File: src/rtl/miriscv_fetch.sv
// Instruction fetch stage: PC register feeding a 2-entry {pc, instr, fault} queue.
// Fetches outside the instruction-memory window are tagged, delivered, then halt fetching until a redirect.
module miriscv_fetch #(
  parameter logic [31:0] RESET_PC   = 32'h7600_0000,
  parameter logic [23:0] IM_BASE_HI = 24'h760000
) (
  input  logic        clk_i,
  input  logic        rst_i,
  output logic [31:0] im_addr_o,
  input  logic [31:0] im_rd_i,
  input  logic        redirect_i,
  input  logic [31:0] redirect_pc_i,
  output logic        instr_valid_o,
  input  logic        instr_ready_i,
  output logic [31:0] instr_o,
  output logic [31:0] instr_pc_o,
  output logic        instr_fault_o
);

  logic [31:0] pc_q, pc_d;
  logic [1:0]  count_q, count_d;
  logic        halt_q, halt_d;
  logic        rd_ptr_q, rd_ptr_d;
  logic        wr_ptr_q, wr_ptr_d;

  logic [31:0] entry_pc_q    [2];
  logic [31:0] entry_instr_q [2];
  logic        entry_fault_q [2];

  logic pop;
  logic enq;
  logic fault_in;

  assign fault_in      = (pc_q[31:8] != IM_BASE_HI);
  assign instr_valid_o = (count_q != 2'd0);
  assign pop           = instr_valid_o & instr_ready_i;
  assign enq           = ~redirect_i & ~halt_q & ((count_q < 2'd2) | pop);

  assign im_addr_o     = pc_q;
  assign instr_o       = entry_instr_q[rd_ptr_q];
  assign instr_pc_o    = entry_pc_q[rd_ptr_q];
  assign instr_fault_o = entry_fault_q[rd_ptr_q];

  always_comb begin
    pc_d     = pc_q;
    count_d  = count_q;
    halt_d   = halt_q;
    rd_ptr_d = rd_ptr_q;
    wr_ptr_d = wr_ptr_q;
    // A redirect flushes everything, including a head popped in the same cycle.
    if (redirect_i) begin
      pc_d     = {redirect_pc_i[31:2], 2'b00};
      count_d  = 2'd0;
      halt_d   = 1'b0;
      rd_ptr_d = 1'b0;
      wr_ptr_d = 1'b0;
    end else begin
      if (enq) begin
        pc_d     = pc_q + 32'd4;
        wr_ptr_d = ~wr_ptr_q;
        if (fault_in) halt_d = 1'b1;
      end
      if (pop) rd_ptr_d = ~rd_ptr_q;
      count_d = count_q + {1'b0, enq} - {1'b0, pop};
    end
  end

  always_ff @(posedge clk_i or posedge rst_i) begin
    if (rst_i) begin
      pc_q     <= RESET_PC;
      count_q  <= 2'd0;
      halt_q   <= 1'b0;
      rd_ptr_q <= 1'b0;
      wr_ptr_q <= 1'b0;
    end else begin
      pc_q     <= pc_d;
      count_q  <= count_d;
      halt_q   <= halt_d;
      rd_ptr_q <= rd_ptr_d;
      wr_ptr_q <= wr_ptr_d;
    end
  end

  genvar gi;
  generate
    for (gi = 0; gi < 2; gi++) begin : g_entry
      always_ff @(posedge clk_i or posedge rst_i) begin
        if (rst_i) begin
          entry_pc_q[gi]    <= 32'h0;
          entry_instr_q[gi] <= 32'h0;
          entry_fault_q[gi] <= 1'b0;
        end else if (enq && (wr_ptr_q == 1'(gi))) begin
          entry_pc_q[gi]    <= pc_q;
          entry_instr_q[gi] <= im_rd_i;
          entry_fault_q[gi] <= fault_in;
        end
      end
    end
  endgenerate

endmodule

File: config.mk
export PLATFORM = sky130hd
export DESIGN_NAME = miriscv_fetch
export DESIGN_NICKNAME = d
export VERILOG_FILES = /design/src/rtl/miriscv_fetch.sv
export SDC_FILE = /design/constraint.sdc
export NUM_CORES = 1
export LEC_CHECK = 0
export BUFFER_PORTS_ARGS = -buffer_cell sky130_fd_sc_hd__buf_2
export CELL_PAD_IN_SITES_DETAIL_PLACEMENT = 1
export CELL_PAD_IN_SITES_GLOBAL_PLACEMENT = 1
export CORE_ASPECT_RATIO = 2
export CORE_MARGIN = 1.5
export CORE_UTILIZATION = 44
export CTS_CLUSTER_SIZE = 20
export DETAILED_ROUTE_END_ITERATION = 6
export GPL_ROUTABILITY_DRIVEN = 0
export GPL_TIMING_DRIVEN = 1
export PLACE_DENSITY_LB_ADDON = 0.1
export SLEW_MARGIN = 5
export SYNTH_ARGS = -nofsm -noshare
export SYNTH_HDL_FRONTEND = slang
export SYNTH_SLANG_ARGS = --single-unit
File: constraint.sdc
create_clock -name clk_i -period 6 [get_ports clk_i]
set_input_delay 0.3 -clock clk_i [delete_from_list [all_inputs] [get_ports clk_i]]
set_output_delay 0.3 -clock clk_i [all_outputs]
set_load 0.01 [all_outputs]
==> results of run 1 <==
[state kept, by name (all words and copies together), names as in the netlist]
register / flops
count_q: 2
halt_q: 1
entry_fault_q: 2
rd_ptr_q: 1
wr_ptr_q: 1
entry_instr_q: 64
im_addr_o: 30
entry_pc_q: 60
[cells in the final DEF, fill, tap and decap left out, types with 4 or more instances in the layout]
cell type,Yosys,routed
nor3_1,5,5
or4_1,14,14
bufinv_16,0,4
nor2_1,24,23
nand4_1,8,8
clkbuf_1,25,4
xnor2_1,9,9
inv_1,5,4
buf_2,13,159
dfrtp_1,156,155
clkbuf_16,0,17
conb_1,1,4
nand3_1,14,13
a31oi_1,16,16
nor4b_1,4,4
buf_4,4,4
o21ai_0,9,9
o21ai_1,7,7
or3_1,6,6
o31ai_1,10,10
dfstp_2,5,5
mux2_1,13,13
nor4_1,10,10
mux2_2,174,174
nand2_1,33,33
[critical path: cells and delay by family, from the launching register on]
family                 cells  cell delay, ns
multiplexers               1            0.39
buffers and inverters      1            0.54
flip-flops                 1            0.52
AND/OR/NAND/NOR            3            1.30
[per-layer routing]
metal	part of all wire, %	global-route usage [%]	vias to the layer above
met2	57	42.6	112
met1	37	23.6	2805
met5	0	0	-
li1	-	-	2498
met4	1.7	7.64	0
met3	4.3	4.70	20
[synthesized netlist by cell type, types with 9 or more instances]
master	n	area (um2)
or4_1	14	105
mux2_2	174	1960
xnor2_1	9	78.8
o21ai_0	9	45.0
o31ai_1	10	75.1
nand3_1	14	70.1
nor2_1	24	90.1
mux2_1	13	146
dfrtp_1	156	3900
nor4_1	10	62.6
buf_2	13	65.1
a31oi_1	16	100
clkbuf_1	25	93.8
nand2_1	33	124
[how the worst min path moves through the flow]
stage	startpoint	slack [ns]	depth (start not counted)	end
2_1_floorplan	redirect_pc_i[26]	0.42	2	im_addr_o[26]
3_3_place_gp	entry_instr_q[53]	0.46	1	entry_instr_q[53]
5_1_grt	redirect_pc_i[16]	0.09	3	im_addr_o[16]
3_5_place_dp	entry_instr_q[55]	0.48	1	entry_instr_q[55]
6_report	rst_i	0.07	2	entry_instr_q[44]
4_1_cts	redirect_pc_i[7]	0.07	3	im_addr_o[7]
[logic make-up (layout without fill, tap and decap cells)]
group | Yosys count | in the layout | synth area share [%]
multiplexers | 188 | 188 | 27.8
AND/OR/NAND/NOR | 137 | 137 | 9.79
AO/OA/AOI/OAI | 54 | 54 | 4.65
XOR/XNOR | 11 | 11 | 1.27
buffers and inverters | 50 | 201 | 2.97
flip-flops | 161 | 161 | 53.0
other | 1 | 4 | 0.0492
adder cells (fa/ha/maj) | 3 | 3 | 0.493
[final cells by class]
class,instances,share of cell area [%]
Multi-Input combinational cell,397,37.0
Sequential cell,161,44.1
Inverter,6,0.301
Tap cell,207,2.83
Timing Repair Buffer,163,9.03
Clock inverter,10,1.75
Clock buffer,22,4.97
[power by group through the flow]
stage                     clock network, mW  registers (mW)  logic (mW)
after floorplan                           0            1.71        1.05
after global placement                    0            1.77        1.45
after detailed placement                  0            1.82        1.50
after CTS                              1.16            1.81        1.52
after global routing                   1.21            1.87        1.61
final                                  1.14            1.80        1.48
[through the flow]
step           worst slack, ns  utilization (%)  total power, mW  std cells
2_1_floorplan             1.36                -             2.76        608
3_3_place_gp              2.99             50.6             3.22        934
3_5_place_dp              2.88             50.6             3.32        934
4_1_cts                   3.05             54.3             4.48        966
5_1_grt                   2.90             54.3             4.69        966
6_report                  3.11             54.3             4.41        966
==> results.yml, run 1 <==
power_and_ir_drop:
  p_comb_share_pct: 33.5
  power_frac_seq_pct: 40.8
  ir_worst_vdd_mv: 0.209
  p_leak_nw: 3.94
  switching_share_pct: 30.6
  powerDensity_nw_per_um2: 482
  power.net_switching_mw: 1.35
  p_clk_share_pct: 25.7
  p_int_mw: 3.06
final_layout:
  syn_to_final_growth_pct: 20.1
  nets: 817
  final_cell_area_um2: 9150
  multi_input_area_um2: 3380
  drive_gt1_share_pct: 49.8
  seqCellArea_um2: 4040
  fillers: 1789
  antennaDiodeCount: 0
critical_path:
  reg2reg_to: "entry_instr_q[35]"
  critical_path.endpoint: "entry_instr_q[35]"
  setup.worst_path.start: "halt_q"
  r2r_slack_ns: 3.11
  slowest_delay_ns: 0.87
  r2r-start: "halt_q"
  reg2regPathDepth: 5
  cp.arrival_ns: 3.20
  crit_chain: "nor2_1, nand2_1, nor2_4, buf_4, mux2_2"
  critPathSlowestCell: "nor2_4"
  critPathCaptureType: "flip-flop"
  start_kind: "flip-flop"
  path_class: "flip-flop to flip-flop"
  crit_fanout: 35
  worstPathRequired_ns: 6.31
cts:
  htree_levels: 4
  clock_latency_ns: 0.42
  cts_buffers: 17
  cts.repair.resized: 0
  clock-sinks: 161
  cts-root-buf: "clkbuf_16"
  hold_buffers: 0
  cts_tree: "done"
  clock_path_buffers: 2
  cts_setup_buffers: 0
  clk_pin_slew_ns: 0.07
timing:
  period_minus_slack_ns: 2.89
  slew_headroom_pct: 24.6
  finalHoldViolCount: 0
  fin_worst_skew_ns: 0.00739
  fin_crit_sh_pct: 48.2
  hold_ws_ns: 0.0744
  tightest_slew_ns: 1.13
  rsz0062_at_grt: "no"
  fmax_ghz: 0.346
  fin_setup_tns_ns: 0
  setup_viol: 0
  drv_slew: 0
floorplan:
  die-area_um2: 18200
  die_h_um: 189
  io_pins: 166
  dieWidth_um: 96.0
  start_util_pct: 45.2
  num_rows: 67
  core_um2: 16800
synth:
  ys_types: 50
  synth_edf_count: 0
  synthCells: 605
  ys_seq_area_share_pct: 53.0
  netlist_area_um2: 7610
  synth_flop_cell: "dfrtp_1"
  syn_avg_cell_area_um2: 12.6
  async_reset_ff_share_pct: 100
  ys_ff_latch: 161
  yosysWarnings: 0
detailed_routing:
  dr_total_vias: 5435
  wire_per_inst_um: 20.0
  dr.first_iter.drc_count: 119
  antenna_left: 0
  dr.pass1.iters: 4
  routed_wl_um: 19300
  vias_per_cell: 5.63
  drc: 0
hold_path:
  holdCritPathClass: "input pin to asynchronous set/reset pin"
global_route:
  grt_usage_pct: 22.5
  grt_overflow_total: 0
  antenna_found_initial: 0
  grt_pass1_vias: 6027
  grt_start_max_net_pins: 101
  grt_first_pass_wirelength_um: 31200
place:
  dpl_cell_area_um2: 8530
  io_buffers: 159
  hpwl_um: 13200
run_status:
  status: "complete, no violations"
flow_run:
  drv_cap: 0
Note: power is estimated with default switching activity, not from simulation.
==> inputs of run 2 (changes only) <==
clock period = 2.73 ns   (was 6 ns; I/O delays follow)
==> results.yml, run 2 (synthesis gave the netlist of run 1 again) <==
global_route:
  top_usage_layer: "met2"
  grt_start_max_net_pins: 83
  grt_first_pass_wirelength_um: 33100
  grt_use_met2_pct: 45.8
  use_met1_pct: 25.2
  antenna_found_initial: 1
  grt_usage_pct: 24.2
  use_met3_pct: 4.02
  grt_overflow_total: 0
  grt_pass1_vias: 6322
floorplan:
  start_util_pct: 45.2
  core_um2: 16800
  die_h_um: 189
  io_pins: 166
  dieWidth_um: 96.0
  die-area_um2: 18200
  num_rows: 67
detailed_routing:
  drc: 0
  antenna_left: 0
  dr.first_iter.drc_count: 170
  vias_per_cell: 5.48
  wire_per_inst_um: 20.1
  routed_wl_um: 20800
  dr_total_vias: 5694
  dr.pass1.iters: 6
final_layout:
  finish.utilization_pct: 58.7
  seqCellArea_um2: 4040
  multi_input_area_um2: 3380
  regMostFlops: "entry_instr_q"
  nets: 889
  fillers: 1737
  drive_gt1_share_pct: 47.3
  layout_common_cells: "mux2_2 (174), buf_2 (159), dfrtp_1 (155), dlygate4sd3_1 (60), nand2_1 (33)"
  mostFrequentLayoutCell: "mux2_2"
  syn_to_final_growth_pct: 29.9
  largest_reg_flops: 64
  stdcell_count: 1039
critical_path:
  slowest_delay_ns: 0.84
  critPathBufInv: 0
  crit_chain: "nand3_1, or4_1, or4_1, a31oi_1"
  path_class: "flip-flop to flip-flop"
  start_kind: "flip-flop"
  critPathCaptureType: "flip-flop"
  reg2regPathDepth: 4
  crit_family: "simple AND/OR/NAND/NOR gates"
  r2r_slack_ns: 0.31
  crit_fanout: 16
  critPathSlowestCell: "or4_1"
  worstPathRequired_ns: 3.08
  crit_top_cell: "or4_1"
  cp.arrival_ns: 2.77
  r2r-start: "im_addr_o[9]"
  reg2reg_to: "im_addr_o[28]"
power_and_ir_drop:
  p_int_mw: 6.67
  p_comb_share_pct: 35.0
  switching_share_pct: 31.9
  power_frac_seq_pct: 40.4
  p_leak_nw: 4.25
  power_mw: 9.79
  p_clk_share_pct: 24.6
  ir_worst_vdd_mv: 0.501
  power.net_switching_mw: 3.12
  powerDensity_nw_per_um2: 990
place:
  hpwl_um: 14100
  placed_cells: 946
  io_buffers: 159
flow_run:
  drv_cap: 0
timing:
  finalHoldViolCount: 0
  rsz0062_at_grt: "no"
  period_minus_slack_ns: 2.42
  setup_viol: 0
  drv_slew: 0
  fin_setup_tns_ns: 0
  fin_crit_sh_pct: 88.7
  fmax_ghz: 0.413
  fin_worst_skew_ns: 0.0116
  tightest_slew_ns: 0.688
  slew_headroom_pct: 53.7
run_status:
  status: "complete, no violations"
hold_path:
  holdCritPathClass: "input pin to flip-flop"
  min_to: "im_addr_o[19]"
  worstHoldStart: "redirect_pc_i[19]"
  whs_path_depth: 3
cts:
  clock_path_buffers: 2
  cts-root-buf: "clkbuf_16"
  clk_pin_slew_ns: 0.06
  clock-sinks: 161
  cts_setup_buffers: 0
  clock_latency_ns: 0.42
  cts_tree: "done"
  htree_levels: 4
  cts_buffers: 17
-- run 2: cell types whose count changed in the layout (fill, tap and decap cells not counted), moves of 3 or more --
cell / before / now
buf_12: 0 / 6
buf_4: 4 / 10
clkbuf_1: 4 / 1
clkinvlp_4: 1 / 4
dlygate4sd3_1: 0 / 60
-- run 2: metal layers --
layer  part of all wire, %  vias to the layer above
li1                      -                     2639
met1                    37                     2893
met2                    57                      132
met3                   3.1                       30
met4                   2.4                        0
met5                     0                        -
-- run 2: cell type report --
type | instances | area share, %
tap | 207 | 2.62
clock inverter | 13 | 1.53
timing repair buffer | 235 | 16.1
inverter | 6 | 0.266
clock buffer | 19 | 4.48
multi-input combinational | 397 | 34.2
antenna | 1 | 0.0253
sequential | 161 | 40.8
-- run 2: what timing repair did --
action,4_1_cts,5_1_grt
endpoints found under the hold margin,247,0
hold buffers,60,0
resized for setup,0,0
-- run 2: power by group through the flow --
stage	registers, mW	clock network [mW]	logic, mW
final	3.96	2.41	3.43
after global routing	4.11	2.56	3.72
after CTS	3.96	2.48	3.48
after detailed placement	4.00	0	3.39
after global placement	3.87	0	3.27
after floorplan	3.76	0	2.32
-- run 2: through the flow --
stage / hold WS (ns) / setup slack, ns / cell area [um2]
global route: 0.00817 / 0.214 / 9890
detailed placement: 0.0670 / 0.348 / 8700
floorplan: 0.256 / 0.555 / 7630
global placement: 0.0607 / 0.391 / 8700
CTS: 0.00316 / 0.328 / 9890
finish: 0.0295 / 0.309 / 9890
-- run 2: worst min-delay path, stage by stage --
cell and delay (ns):
buf_2 0.11, nor2_1 0.10, a31oi_1 0.06
-- run 2: worst max path at each step --
stage                     cells past startpoint  slack, ns          from            end
after floorplan                               1       0.55         rst_i     count_q[0]
after global placement                        4       0.39  im_addr_o[9]  im_addr_o[28]
after detailed placement                      4       0.35  im_addr_o[9]  im_addr_o[28]
after CTS                                     4       0.33  im_addr_o[9]  im_addr_o[28]
after global routing                          4       0.21  im_addr_o[9]  im_addr_o[28]
final                                         4       0.31  im_addr_o[9]  im_addr_o[28]
